### config.mk
export PLATFORM = sky130hd
export DESIGN_NAME = seg7_scan_driver
export DESIGN_NICKNAME = d
export VERILOG_FILES = /design/src/rtl/seg7_scan_driver_pkg.sv /design/src/rtl/bcd_to_seg7.sv /design/src/rtl/seg7_scan_driver.sv
export SDC_FILE = /design/constraint.sdc
export NUM_CORES = 1
export LEC_CHECK = 0
export CAP_MARGIN = 20
export CORE_MARGIN = 4
export CORE_UTILIZATION = 40
export DETAILED_ROUTE_END_ITERATION = 16
export GPL_TIMING_DRIVEN = 0
export PLACE_DENSITY = 0.56
export SLEW_MARGIN = 20
export SYNTH_ARGS = -nofsm -noshare
export SYNTH_HDL_FRONTEND = slang
export SYNTH_SLANG_ARGS = --single-unit
### constraint.sdc
create_clock -name clk -period 2.5 [get_ports clk]
set_input_delay 0.5 -clock clk [delete_from_list [all_inputs] [get_ports clk]]
set_output_delay 0.5 -clock clk [all_outputs]
set_load 0.02 [all_outputs]
### src/rtl/seg7_scan_driver_pkg.sv
// Shared constants for the multiplexed 7-segment display driver.
// Segment vectors are {g,f,e,d,c,b,a}, active low (0 = segment lit).
package seg7_scan_driver_pkg;

  // All segments dark, and the dash shown for non-BCD codes.
  localparam logic [6:0] SEG_OFF  = 7'h7F;
  localparam logic [6:0] SEG_DASH = 7'h3F;

  // Digit glyphs 0..9.
  localparam logic [6:0] SEG_0 = 7'h40;
  localparam logic [6:0] SEG_1 = 7'h79;
  localparam logic [6:0] SEG_2 = 7'h24;
  localparam logic [6:0] SEG_3 = 7'h30;
  localparam logic [6:0] SEG_4 = 7'h19;
  localparam logic [6:0] SEG_5 = 7'h12;
  localparam logic [6:0] SEG_6 = 7'h02;
  localparam logic [6:0] SEG_7 = 7'h78;
  localparam logic [6:0] SEG_8 = 7'h00;
  localparam logic [6:0] SEG_9 = 7'h10;

  // Decimal point levels (active low).
  localparam logic DP_ON  = 1'b0;
  localparam logic DP_OFF = 1'b1;

  // Pin-level drive for the currently scanned digit.
  typedef struct packed {
    logic [6:0] seg;
    logic       dp;
  } seg_drive_t;

  localparam seg_drive_t DRIVE_OFF = '{seg: SEG_OFF, dp: DP_OFF};

endpackage : seg7_scan_driver_pkg

### src/rtl/bcd_to_seg7.sv
// Combinational BCD to active-low 7-segment decoder.
// Codes 10..15 are not BCD and are shown as a dash so bad counter data is visible.
module bcd_to_seg7
  import seg7_scan_driver_pkg::*;
(
  input  logic [3:0] bcd_i,
  output logic [6:0] seg_o
);

  // Glyph lookup; the dash default covers every non-BCD code.
  always_comb begin
    // NOTE: assign a default before the case so no input value can leave seg_o
    // unassigned and infer a latch.
    seg_o = SEG_DASH;
    case (bcd_i)
      4'd0: seg_o = SEG_0;
      4'd1: seg_o = SEG_1;
      4'd2: seg_o = SEG_2;
      4'd3: seg_o = SEG_3;
      4'd4: seg_o = SEG_4;
      4'd5: seg_o = SEG_5;
      4'd6: seg_o = SEG_6;
      4'd7: seg_o = SEG_7;
      4'd8: seg_o = SEG_8;
      4'd9: seg_o = SEG_9;
      default: seg_o = SEG_DASH;
    endcase
  end

endmodule : bcd_to_seg7

### src/rtl/seg7_scan_driver.sv
// Multiplexed common-anode 7-segment driver for NUM_DIGITS BCD digits.
// Digits are captured into a shadow register on `update` and copied to the
// display register only when the scan wraps to digit 0, so a frame never tears.
// Each digit slot lasts DIV clocks and begins with GAP_CYC clocks of all anodes
// off to hide ghosting while the segment lines settle. All pin outputs are
// registered, one clock behind the scan counters.
module seg7_scan_driver
  import seg7_scan_driver_pkg::*;
#(
  parameter int CLK_HZ     = 50_000_000,
  parameter int SCAN_HZ    = 1000,
  parameter int NUM_DIGITS = 4,
  parameter int GAP_CYC    = 2
) (
  input  logic                    clk,
  input  logic                    clr_n,
  input  logic [4*NUM_DIGITS-1:0] digits_in,
  input  logic [NUM_DIGITS-1:0]   dp_in,
  input  logic                    update,
  input  logic                    blank_lead,
  output logic [6:0]              seg,
  output logic                    dp,
  output logic [NUM_DIGITS-1:0]   an,
  output logic                    frame_tick
);

  // Clocks per digit slot and counter widths.
  localparam int DIV   = CLK_HZ / SCAN_HZ;
  localparam int PRE_W = (DIV > 1) ? $clog2(DIV) : 1;
  localparam int IDX_W = (NUM_DIGITS > 1) ? $clog2(NUM_DIGITS) : 1;

  localparam logic [PRE_W-1:0] PRE_LAST = PRE_W'(DIV - 1);
  localparam logic [PRE_W-1:0] GAP_END  = PRE_W'(GAP_CYC);
  localparam logic [IDX_W-1:0] IDX_LAST = IDX_W'(NUM_DIGITS - 1);

  // Scan counters.
  logic [PRE_W-1:0] pre_q, pre_d;
  logic [IDX_W-1:0] idx_q, idx_d;
  logic             slot_tick;
  logic             frame_wrap;

  // Captured and displayed digit data, one nibble per digit.
  logic [NUM_DIGITS-1:0][3:0] shadow_digits_q;
  logic [NUM_DIGITS-1:0]      shadow_dp_q;
  logic [NUM_DIGITS-1:0][3:0] display_digits_q;
  logic [NUM_DIGITS-1:0]      display_dp_q;

  // Leading-zero blanking mask over the displayed digits.
  logic [NUM_DIGITS-1:0] blank_mask;
  logic                  zero_run;

  // Current digit selection and decode.
  logic [3:0] cur_digit;
  logic [6:0] cur_glyph;

  // Registered pin outputs and their next values.
  seg_drive_t            drive_q, drive_d;
  logic [NUM_DIGITS-1:0] an_q, an_d;
  logic                  frame_tick_q;

  // ---------------------------------------------------------------------------
  // Scan timing
  // ---------------------------------------------------------------------------

  assign slot_tick  = (pre_q == PRE_LAST);
  assign frame_wrap = slot_tick && (idx_q == IDX_LAST);

  // Next prescaler and slot index: prescaler wraps every DIV clocks, the slot
  // index advances once per prescaler wrap and wraps after the last digit.
  always_comb begin
    pre_d = pre_q + 1'b1;
    idx_d = idx_q;
    if (slot_tick) begin
      pre_d = '0;
      idx_d = (idx_q == IDX_LAST) ? '0 : idx_q + 1'b1;
    end
  end

  // Scan counter registers and the frame pulse that follows the wrap tick.
  always_ff @(posedge clk or negedge clr_n) begin
    if (!clr_n) begin
      // NOTE: state flops are written with non-blocking assignments so every
      // register samples pre-edge values and the update order does not matter.
      pre_q        <= '0;
      idx_q        <= '0;
      frame_tick_q <= 1'b0;
    end else begin
      pre_q        <= pre_d;
      idx_q        <= idx_d;
      frame_tick_q <= frame_wrap;
    end
  end

  // ---------------------------------------------------------------------------
  // Digit capture
  // ---------------------------------------------------------------------------

  // Shadow captures on the strobe; display copies the shadow only at the frame
  // wrap. An update on the wrap clock itself lands one frame later because the
  // display samples the shadow's value from before that edge.
  always_ff @(posedge clk or negedge clr_n) begin
    if (!clr_n) begin
      // NOTE: these digit registers are reset (unlike a RAM) because the value
      // shown right after reset is visible on the pins and must be a known 0.
      shadow_digits_q  <= '0;
      shadow_dp_q      <= '0;
      display_digits_q <= '0;
      display_dp_q     <= '0;
    end else begin
      if (update) begin
        shadow_digits_q <= digits_in;
        shadow_dp_q     <= dp_in;
      end
      if (frame_wrap) begin
        display_digits_q <= shadow_digits_q;
        display_dp_q     <= shadow_dp_q;
      end
    end
  end

  // ---------------------------------------------------------------------------
  // Leading-zero blanking
  // ---------------------------------------------------------------------------

  // Walk from the most significant digit down; a digit is blanked while every
  // digit from it upward is zero. Digit 0 is never blanked so a zero value
  // still shows a single '0'.
  always_comb begin
    blank_mask = '0;
    zero_run   = 1'b1;
    for (int k = NUM_DIGITS - 1; k >= 1; k--) begin
      zero_run      = zero_run && (display_digits_q[k] == 4'd0);
      blank_mask[k] = blank_lead && zero_run;
    end
  end

  // ---------------------------------------------------------------------------
  // Output stage
  // ---------------------------------------------------------------------------

  assign cur_digit = display_digits_q[idx_q];

  bcd_to_seg7 u_decode (
    .bcd_i (cur_digit),
    .seg_o (cur_glyph)
  );

  // Next pin values: dark during the anti-ghost gap, otherwise enable the
  // scanned anode and drive its glyph (or blank) plus its decimal point.
  always_comb begin
    drive_d = DRIVE_OFF;
    an_d    = '1;
    if (pre_q >= GAP_END) begin
      an_d        = ~(NUM_DIGITS'(1) << idx_q);
      drive_d.seg = blank_mask[idx_q] ? SEG_OFF : cur_glyph;
      drive_d.dp  = display_dp_q[idx_q] ? DP_ON : DP_OFF;
    end
  end

  // Registered pin drivers so segment and anode lines change on the same edge.
  always_ff @(posedge clk or negedge clr_n) begin
    if (!clr_n) begin
      drive_q <= DRIVE_OFF;
      an_q    <= '1;
    end else begin
      drive_q <= drive_d;
      an_q    <= an_d;
    end
  end

  assign seg        = drive_q.seg;
  assign dp         = drive_q.dp;
  assign an         = an_q;
  assign frame_tick = frame_tick_q;

endmodule : seg7_scan_driver

; After elaboration in Yosys (flattened, before gate mapping)
; Memories as Yosys holds them, arrays and structs flattened.
; Cells that the tools add are included.
; Widths: inputs -> output; s select.
[totals]
regBits = 71
romBits = 112
input_bits = 24
memories = 1
[op_classes]
addsub = 2
magnitude_cmp = 2
eq_ne = 2
shift = 1
n_mux = 12
bitwise = 1
n_reduce_logical = 9
[memory_table]
columns = memory, words, width, rd, rd_ports_with_merged_regs, wr, line_no
row1 = (no name shown), 16, 7, 1, 0, 0, bcd_to_seg7.sv:15  ; case (bcd_i)
[ops]
columns = op, count
row1 = $add 16x1->16 const B, 1
row2 = $eq 16x16->1 const B, 1
row3 = $ge 16x2->1 const B, 1
row4 = $mux 16, 1
row5 = $logic_not 4->1, 3
row6 = $bmux 4 s2, 1
row7 = $mux 4, 2
row8 = $mux 8, 1
row9 = $mux 7, 1
row10 = $logic_and 1x1->1, 6
row11 = $bmux 1 s2, 2
row12 = $not 4->4, 1
row13 = $shl 1x2->4 const A, 1
row14 = $lt 2x3->1 const B, 1
row15 = $mux 1, 3
row16 = $add 2x1->2 const B, 1
row17 = $eq 2x2->1 const B, 1
row18 = $mux 2, 1

; Depth between registers and ports, before layout
; Gate-level depths: netlist of run 1.
[depth]
ltp_word = 8
mapped_depth = 8

; By module
; A second synthesis of run 1 with hierarchy kept.
[hier_totals]
hier_cells = 249
hier_area_um2 = 3284.4
[by_module_without_submodules]
columns = module, n_inst, cells_each, area_each_um2
row1 = seg7_scan_driver, 1, 216, 3079.2
row2 = bcd_to_seg7, 1, 33, 205.2

; Worst setup path before layout of run 1
; No wires, ideal clock.
[synth_path]
path_type = reg-to-reg
start = register pre_q[12]
end = register idx_q[0]
arrival_time_ps = 1876
t_required_ps = 2373
path_slack_ps = 497
stages_incl_launch_ff = 6
path_cell_list = dfrtp_1 -> or4_4 -> nor4_4 -> and3_2 -> buf_4 -> mux2_1
[synth_via]
elab_chain_len = 1
[synth_lines]
columns = item, line_no
row1 = start: declaration, seg7_scan_driver.sv:37  ; logic [PRE_W-1:0] pre_q, pre_d;
row2 = start signal: assignment, seg7_scan_driver.sv:88  ; pre_q <= pre_d;
row3 = $eq 16x16->1, seg7_scan_driver.sv:65  ; assign slot_tick = (pre_q == PRE_LAST);
row4 = end signal: assignment, seg7_scan_driver.sv:89  ; idx_q <= idx_d;
row5 = end: declaration, seg7_scan_driver.sv:38  ; logic [IDX_W-1:0] idx_q, idx_d;
; Every way passes these cells.
; A chain may end at the register's enable or synchronous reset.

; Worst setup path in the final report of run 1
; Same ends and word-level chain as after synthesis.

==> run metrics, run 1 <==
HPWL Detailed=4.14 mm; xor and xnor area share after synthesis=3.24%; post-synthesis simple-gate area fraction=11.2%; Final Wtd Congestion=0.746; clock-pin slew on the worst setup and hold paths=0.08 ns; Pre-antenna DRT Iters=4; initial antenna violation count=0; Mean Syn Cell Area=13.5 µm²; Mapped Nets=275; largest family of logic cells by synthesized area=multiplexers; sequential cell area fraction in the yosys report=55.3%; # diodes=0; met3 wire len=287 µm; Clk Latency, worst-skew pair=0.34 ns; row cnt=32; GR Util All Layers=12.9%; Yosys Warn Count=0; Synth area leader=dfrtp_1; Routed Antenna Nets=0; chip height=98.0 µm; Period Utilization, post-route=88.9%; Leak=1.79 nW; vias in the first global route=2005; crit end category=register; Gate power share=4.7%; total clock sinks=71; Syn-to-layout area delta=20.9%; total I/O pin count=37; Clk pwr share=40.2%; Synth Flop Type=dfrtp_1; VDD IR max=0.282 mV; Worst R2R Path Depth=5; RSZ-0062 raised after global routing=no; Wirelength per Cell=14.6 µm; CTS tree=built; Psw=0.471 mW; DRC Markers=0; M1 WL=2.90 mm; switch share=21.7%; compound-gate portion of the synthesized area=3.13%; CTS hold repair buffers=0; critical path peak fanout=10; # port buffers=35; Final Slew Violations=0; WP data arrival=2.44 ns; r2r startpoint=pre_q[12]$_DFF_PN0_; Final min period=2.22 ns; CTS H-tree depth=3; Slew HR=63.9%; total CTS buffers=9; Storage cell area=0.00179 mm²; Congestion Overflow GR=0; Gate Count Post-Synth=240; fillers=698; initial core utilization=41.5%; CP required=2.71 ns; R2R Setup Slk=0.28 ns; multiplexer share of the synthesized area=20.4%; DR vias=1948; final hold viol count=0; Seq pwr share=55.1%; Fin Setup TNS=0 ns; worst reg2reg endpoint=idx_q[0]$_DFFE_PN0N_; Synth Area in Adders=4.25%; Tot Pwr=2.17 mW; total core area=0.00781 mm²; layout cell share with drive strength beyond 1=28.8%; Pint=1.70 mW; CP Launch Type=register; Final nets=322; drt total wl=5.74 mm; Slew @ Worst Pin=0.541 ns; dpl ws=0.288 ns; PnR worst setup slack=0.277 ns; status=finished, final reports clean; clk_skew=0.0128 ns; mapped cell area=0.00324 mm²; critical path class=reg -> reg; Post-CTS Setup Inserts=0; Distinct cells, synth=38; root buffer cell=clkbuf_8; synth cell count leaders=dfrtp_1, mux2_2, mux2_4, nand2_1, nand3_1; DR iter-0 viols=47; largest net degree at the start of global routing=42; Async SR Flop Fraction=100%; worst-case clock buffer depth=2; Yosys reg bits=71; WL met2=2.49 mm; die area=0.00961 mm²; worst hold path class=in -> async; max layer used=met4; fmax=0.450 GHz; count leader, synth=dfrtp_1; number of enable flip-flop cells after synthesis=0; first-pass GRT wire length=9.91 mm; PD cells=555 mW/mm²; Die Wd=98.0 µm; area share of the largest cell type after synthesis=45.6%; max cap viols=0; multi-input logic area=0.00137 mm²; final setup vio count=0; Resized Gates After CTS=0; main area contributors after synthesis=dfrtp_1, dfstp_2, mux2_4, mux2_2, ha_1; DR vias/cell=4.94
[registers in the layout (all words and copies together) (netlist names), 2 cells and up]
signal,count
shadow_digits_q,16
idx_q,2
pre_q,16
display_digits_q,16
an,4
shadow_dp_q,4
display_dp_q,4
seg,7
[how the worst max path moves through the flow]
stage	from	end	slack [ns]	cells after the start
2_1_floorplan	pre_q[12]$_DFF_PN0_	idx_q[0]$_DFFE_PN0N_	0.50	5
3_5_place_dp	pre_q[12]$_DFF_PN0_	idx_q[0]$_DFFE_PN0N_	0.29	5
6_report	pre_q[12]$_DFF_PN0_	idx_q[0]$_DFFE_PN0N_	0.28	5
5_1_grt	pre_q[12]$_DFF_PN0_	idx_q[0]$_DFFE_PN0N_	0.15	5
3_3_place_gp	clr_n	shadow_digits_q[9]$_DFFE_PN0P_	-1.56	1
4_1_cts	pre_q[12]$_DFF_PN0_	idx_q[0]$_DFFE_PN0N_	0.26	5
[area by class of cell]
class	count	share of cell area, %
clock buffer	12	3.45
timing repair buffer	36	9.39
sequential	71	45.7
tap	102	3.26
multi-input combinational	153	34.9
inverter	10	0.958
buffer	6	1.09
clock inverter	4	1.21
[per-stage QoR]
stage	cells	hold WS, ns	instance area (µm²)	utilization [%]
after floorplan	240	0.204	3240	-
after global placement	377	0.487	3720	47.6
after detailed placement	378	0.462	3740	47.9
after CTS	394	0.0855	3920	50.2
after global routing	394	0.0967	3920	50.2
final	394	0.0831	3920	50.2
[kinds of logic (layout without fill, tap and decap cells)]
kind of cell / Yosys count / count (layout)
muxes: 47 / 47
DFF: 71 / 71
adders and majority gates: 11 / 11
AOI/OAI and AO/OA: 16 / 16
buffers and inverters: 16 / 68
and+or+nand+nor: 67 / 67
xor gates and xnor gates: 12 / 12
[power by group through the flow]
stage	Combinational, mW	Sequential (mW)	Clock, mW
final	0.102	1.20	0.874
after floorplan	0.0401	1.21	0
after detailed placement	0.105	1.22	0
after global routing	0.114	1.20	0.960
after CTS	0.106	1.20	0.904
after global placement	0.0993	1.22	0
[cells in the final DEF (no fill, tap or decap), types with 2 or more instances in the layout]
cell,Yosys,final
a21oi_1,4,4
or3_1,2,2
inv_1,10,10
o21ai_0,4,4
nor4_1,6,6
dfrtp_1,59,59
clkinv_2,0,2
mux4_2,5,5
or4_1,2,2
dfstp_2,12,12
clkbuf_1,2,5
nor2_1,12,12
mux2_2,21,21
clkbuf_8,0,9
ha_1,11,11
a21o_1,2,2
buf_4,1,2
nand3_1,13,13
and3_1,3,3
mux2_4,20,20
clkdlybuf4s50_1,0,34
nor3_1,6,6
nand2_1,13,13
xnor2_1,6,6
buf_6,2,2
nand4_1,3,3
o211ai_1,2,2
xor2_1,6,6
[metal layers]
layer | vias up | global-route usage [%]
met2 | 40 | 18.5
met1 | 956 | 18.2
li1 | 946 | -
met3 | 6 | 3.36
met5 | - | 0
met4 | 0 | 6.18
[critical path, cell delays in order, from the launching register on]
cell     delay [ns]
dfrtp_1        0.42
or4_4          0.56
nor4_4         0.35
and3_2         0.26
buf_4          0.18
mux2_1         0.34
Note: power is estimated with default switching activity, not from simulation.
==> run 2: changes to the inputs <==
--- a/config.mk
+++ b/config.mk
@@ -10,7 +10,7 @@
 export CORE_UTILIZATION = 40
 export DETAILED_ROUTE_END_ITERATION = 16
 export GPL_TIMING_DRIVEN = 0
-export PLACE_DENSITY = 0.56
+export PLACE_DENSITY = 0.58
 export SLEW_MARGIN = 20
 export SYNTH_ARGS = -nofsm -noshare
 export SYNTH_HDL_FRONTEND = slang
==> constraint.sdc (replaced) <==
create_clock -name clk -period 2 [get_ports clk]
set_input_delay 0.4 -clock clk [delete_from_list [all_inputs] [get_ports clk]]
set_output_delay 0.4 -clock clk [all_outputs]
set_load 0.02 [all_outputs]
==> run 2 against run 1 <==
Via count is 3.3% higher; critical path type unchanged; clock-buffer cell count fell by 3; flip-flop and latch count unchanged; maximum frequency rose by 11%; first-iteration DRC count up 47%; largest cell class unchanged; register-to-register slack worse by 0.29 ns; critical endpoint is now display_digits_q[10]$_DFFE_PN0P_; die area stayed put; the flow now finishes with violations (negative setup slack); wire length shrank 1.1%; clock power rose by 44%; sequential power rose by 25%; clock skew shrank 0.0020 ns; combinational power grew 25%.
==> run metrics, run 2 (synthesis gave the netlist of run 1 again) <==
GR Util All Layers=12.7% (-0.20 points); Final min period=2.01 ns (-0.211 ns); CP Launch Type=register; Congestion Overflow GR=0 (unchanged); row cnt=32 (unchanged); R2R Setup Slk=-0.01 ns (-0.29 ns); Slew HR=64.4% (+0.47 points); critical path peak fanout=5 (-5); Slew @ Worst Pin=0.534 ns (-0.00705 ns); root buffer cell=clkbuf_8; DRC Markers=0 (unchanged); most common cell after layout, fill and taps aside=dfrtp_1; Final nets=334 (+3.7%); WHS Path Cells=1; Seq pwr share=51.9% (-3.2 points); violated checks=negative setup slack; Clk Latency, worst-skew pair=0.34 ns (about the same); Final Wtd Congestion=0.747 (+0.20%); Tot Pwr=2.89 mW (+33%); CP max-delay cell=or4_4; most frequent cells in the layout=dfrtp_1, clkdlybuf4s50_1, mux2_2, mux2_4, nand2_1; Clk pwr share=43.6% (+3.4 points); total placed instance area=0.00374 mm² (unchanged); Die Wd=98.0 µm (unchanged); CTS tree=built; Worst R2R Path Depth=6 (+1); layout cell share with drive strength beyond 1=34.2% (+5.4 points); final setup vio count=6 (+6); Placed Cells=378 (unchanged); total I/O pin count=37 (unchanged); M1 WL=2.83 mm (-2.4%); Cell Count, Final, Fillers Out=406 (+3.0%); Util after Layout=53.2% (+3.0 points); Gate power share=4.4% (-0.3 points); clock-pin slew on the worst setup and hold paths=0.08 ns (about the same); first-pass GRT wire length=9.76 mm (-1.5%); Pre-antenna DRT Iters=4 (unchanged); Regs by FF count=display_digits_q (16), pre_q (16), shadow_digits_q (16); DR iter-0 viols=69 (+47%); Pint=2.26 mW (+33%); PnR worst setup slack=-0.0118 ns (-0.289 ns); CP max stage delay=0.55 ns (about the same); crit end category=register; clk_skew=0.0108 ns (-0.00195 ns); Syn-to-layout area delta=28.2%; initial antenna violation count=0 (unchanged); met3 wire len=304 µm (+5.9%); total clock sinks=71 (unchanged); DR vias=2013 (+3.3%); WP data arrival=2.24 ns (-0.20 ns); final hold viol count=0 (unchanged); total CTS buffers=9 (unchanged); DR vias/cell=4.96 (+0.28%); r2r startpoint=pre_q[12]$_DFF_PN0_; total core area=0.00781 mm² (unchanged); chip height=98.0 µm (unchanged); CP required=2.23 ns (-0.48 ns); status=finished, violations left; VDD IR max=0.439 mV (+56%); Psw=0.626 mW (+33%); # port buffers=35 (unchanged); HPWL Detailed=3.99 mm (-3.6%); drt total wl=5.68 mm (-1.1%); fmax=0.497 GHz (+11%); largest net degree at the start of global routing=42 (unchanged); max layer used=met4; Period Utilization, post-route=101% (+12 points); critical path class=reg -> reg; die area=0.00961 mm² (unchanged); worst hold path class=reg -> reg; worst hold endpoint=pre_q[0]$_DFF_PN0_; worst path cell trace=or4_4, nor4_4, buf_4, nand3_4, clkbuf_16, mux2_4; RSZ-0062 raised after global routing=yes; worst-case clock buffer depth=2 (unchanged); PD cells=695 mW/mm² (+25%); Leak=1.91 nW (+6.9%); hold path start=pre_q[0]$_DFF_PN0_; initial core utilization=41.5% (unchanged); CTS H-tree depth=3 (unchanged); Wirelength per Cell=14.0 µm (-4.1%); Final Slew Violations=0 (unchanged); # diodes=0 (unchanged); vias in the first global route=1954 (-2.5%); worst reg2reg endpoint=display_digits_q[10]$_DFFE_PN0P_; post-layout instance area=0.00415 mm² (+6.0%); Routed Antenna Nets=0 (unchanged); switch share=21.7% (about the same); max cap viols=0 (unchanged); WL met2=2.46 mm (-1.2%)
## run 2: layer usage
metal  vias up  global-route usage, %
met1       991                   18.5
met3         8                   5.00
met5         -                      0
li1        976                      -
met4         0                   3.83
met2        38                   17.5
## run 2: critical path: cells and delay by family, from the launching register on
family / cells / cell delay [ns]
buffers and inverters: 2 / 0.39
DFF: 1 / 0.39
muxes: 1 / 0.29
and+or+nand+nor: 3 / 0.83
## run 2: power by group through the flow
stage	sequential (mW)	combinational (mW)	clock, mW
floorplan	1.52	0.0501	0
global placement	1.53	0.124	0
detailed placement	1.53	0.131	0
CTS	1.50	0.133	1.30
global route	1.50	0.144	1.36
finish	1.50	0.128	1.26
## run 2: layout make-up
type | instances | area (µm²)
fill | 690 | 3650
clock inverter | 7 | 97.6
multi-input combinational | 153 | 1410
buffer | 5 | 58.8
clock buffer | 9 | 124
tap | 102 | 128
timing repair buffer | 49 | 505
inverter | 10 | 37.5
sequential | 71 | 1790
## run 2: repair_timing
| item | 4_1_cts | 5_1_grt |
|---|---|---|
| setup endpoints to repair | 27 | 33 |
| pin swaps | 2 | 1 |
| hold endpoints to repair | 19 | 0 |
| buffers inserted | 5 | 5 |
| gates cloned | 1 | 1 |
| hold buffers | 1 | 0 |
| gates resized for setup | 13 | 3 |
## run 2: worst max path at each step
stage,from,endpoint,slack [ns],depth (start not counted)
CTS,pre_q[12]$_DFF_PN0_,display_digits_q[2]$_DFFE_PN0P_,-0.05,6
global placement,clr_n,shadow_digits_q[8]$_DFFE_PN0P_,-1.91,1
global route,pre_q[12]$_DFF_PN0_,display_digits_q[9]$_DFFE_PN0P_,-0.10,6
finish,pre_q[12]$_DFF_PN0_,display_digits_q[10]$_DFFE_PN0P_,-0.01,6
floorplan,pre_q[12]$_DFF_PN0_,idx_q[0]$_DFFE_PN0N_,-0.003,5
detailed placement,pre_q[12]$_DFF_PN0_,idx_q[0]$_DFFE_PN0N_,-0.17,5
## run 2: per-stage QoR
stage / hold WS (ns) / setup slack, ns / setup TNS (ns)
finish: 0.498 / -0.0118 / -0.0521
global route: 0.525 / -0.105 / -1.77
CTS: 0.506 / -0.0461 / -0.670
detailed placement: 0.356 / -0.168 / -2.40
global placement: 0.491 / -1.91 / -128.54
floorplan: 0.104 / -0.00331 / -0.00331
==> edit (config.mk and constraints of run 2) <==
Add an input register stage for `digits_in`, `dp_in`, `update` and `blank_lead`; this delays them by one clock.
--- a/src/rtl/seg7_scan_driver.sv
+++ b/src/rtl/seg7_scan_driver.sv
@@ -32,6 +32,18 @@
   localparam logic [PRE_W-1:0] PRE_LAST = PRE_W'(DIV - 1);
   localparam logic [PRE_W-1:0] GAP_END  = PRE_W'(GAP_CYC);
   localparam logic [IDX_W-1:0] IDX_LAST = IDX_W'(NUM_DIGITS - 1);
+
+  logic [4*NUM_DIGITS-1:0] digits_q;
+  logic [NUM_DIGITS-1:0] dp_q;
+  logic update_q;
+  logic blank_lead_q;
+
+  always_ff @(posedge clk) begin
+    digits_q     <= digits_in;
+    dp_q         <= dp_in;
+    update_q     <= update;
+    blank_lead_q <= blank_lead;
+  end
 
   // Scan counters.
   logic [PRE_W-1:0] pre_q, pre_d;
@@ -107,9 +119,9 @@
       display_digits_q <= '0;
       display_dp_q     <= '0;
     end else begin
-      if (update) begin
-        shadow_digits_q <= digits_in;
-        shadow_dp_q     <= dp_in;
+      if (update_q) begin
+        shadow_digits_q <= digits_q;
+        shadow_dp_q     <= dp_q;
       end
       if (frame_wrap) begin
         display_digits_q <= shadow_digits_q;
@@ -130,7 +142,7 @@
     zero_run   = 1'b1;
     for (int k = NUM_DIGITS - 1; k >= 1; k--) begin
       zero_run      = zero_run && (display_digits_q[k] == 4'd0);
-      blank_mask[k] = blank_lead && zero_run;
+      blank_mask[k] = blank_lead_q && zero_run;
     end
   end
 
Behaviour: no difference found for any inputs over 10 cycles, from zero or initial values; that may be too few to reach the edited logic, so the function may still have changed.
==> edit against run 2 <==
- the run still ends with setup timing left
- sequential cell count grew 22
- cell area grew 12%
- core utilization shrank 0.50 points
- global-route usage shrank 0.61 points
- die area grew 12%
- worst setup slack lost 39 ps
- highest routed layer unchanged
- total power grew 24%
- critical endpoint is now display_dp_q[2]$_DFFE_PN0P_
- non-clock buffer count grew 3
- synthesized area grew 14%
- count of clock-buffer cells in the layout grew 2
- hold slack lost 33 ps
- wire length grew 9.4%
==> edit: results (changes against run 2) <==
{
  "outcome": {"value": "finished with violations"},
  "failed_checks": {"value": "setup timing"},
  "grt_first_pass_wirelength": {"value": 10.6, "unit": "mm", "change": "+8.3%"},
  "worst_slew_pin_slew": {"value": 593, "unit": "ps", "change": "+58.7 ps"},
  "finalSetupViolCount": {"value": 20, "change": "+14"},
  "gate_count_of_the_mapped_netlist": {"value": 262, "change": "+9.2%"},
  "tot_gr_track_use": {"value": 0.121, "change": "-0.00610"},
  "non_filler_cells_final": {"value": 437, "change": "+7.6%"},
  "syn_nets": {"value": 297, "change": "+8.0%"},
  "critical_path.reg2reg.endpoint": {"value": "display_dp_q[2]$_DFFE_PN0P_"},
  "vias": {"value": 2114, "change": "+5.0%"},
  "startpoint": {"value": "pre_q[11]$_DFF_PN0_"},
  "layout-drive-gt1-share": {"value": 0.322, "change": "-0.0199"},
  "num-nets-final": {"value": 359, "change": "+7.5%"},
  "fin_ws": {"value": -51.0, "unit": "ps", "change": "-39.2 ps"},
  "critical_path_peak_fanout": {"value": 10, "change": "+5"},
  "clk_pin_slew": {"value": 100, "unit": "ps", "change": "+20 ps"},
  "cp_data_arrival_time": {"value": 2290, "unit": "ps", "change": "+50 ps"},
  "clk_latency": {"value": 360, "unit": "ps", "change": "+20 ps"},
  "met3_length": {"value": 291, "unit": "um", "change": "-4.3%"},
  "power.sequential.total": {"value": 1.96, "unit": "mW", "change": "+31%"},
  "total_placed_cells_including_tap_cells": {"value": 407, "change": "+7.7%"},
  "ys_top_cells_by_count": {"value": "59 x sky130_fd_sc_hd__dfrtp_1, 22 x sky130_fd_sc_hd__dfxtp_1, 21 x sky130_fd_sc_hd__mux2_2, 20 x sky130_fd_sc_hd__mux2_4"},
  "power.ir.vdd_worst": {"value": 0.410, "unit": "mV", "change": "-6.4%"},
  "clock_net_power": {"value": 1.50, "unit": "mW", "change": "+19%"}
}
## edit: changes by cell type after synthesis, sizes merged
cell   before  now
dfxtp       0   22
## edit: per-layer routing
layer	vias up	track usage
met5	-	0
met2	48	0.171
li1	1045	-
met1	1015	0.175
met4	0	0.0427
met3	6	0.0385
## edit: cells by family after synthesis
family	share of synthesized area
mux	0.179
flops	0.606
simple gates	0.0989
buf+inv	0.0218
compound gates	0.0275
xor+xnor	0.0286
fa+ha+maj	0.0374
## edit: final cells by class
type / count / area (um2)
fill: 761 / 4190
sequential: 93 / 2230
multi-input combinational: 153 / 1430
timing repair buffer: 51 / 503
clock buffer: 11 / 163
tap: 108 / 135
clock inverter: 5 / 88.8
buffer: 6 / 70.1
inverter: 10 / 37.5
## edit: timing repair
| action | CTS | global route |
|---|---|---|
| hold buffers | 1 | 0 |
| endpoints found under the hold margin | 19 | 0 |
| pin swaps | 1 | 4 |
| gates resized for setup | 6 | 13 |
| cloned | 0 | 1 |
| setup buffers | 5 | 8 |
| endpoints found under the setup margin | 27 | 34 |
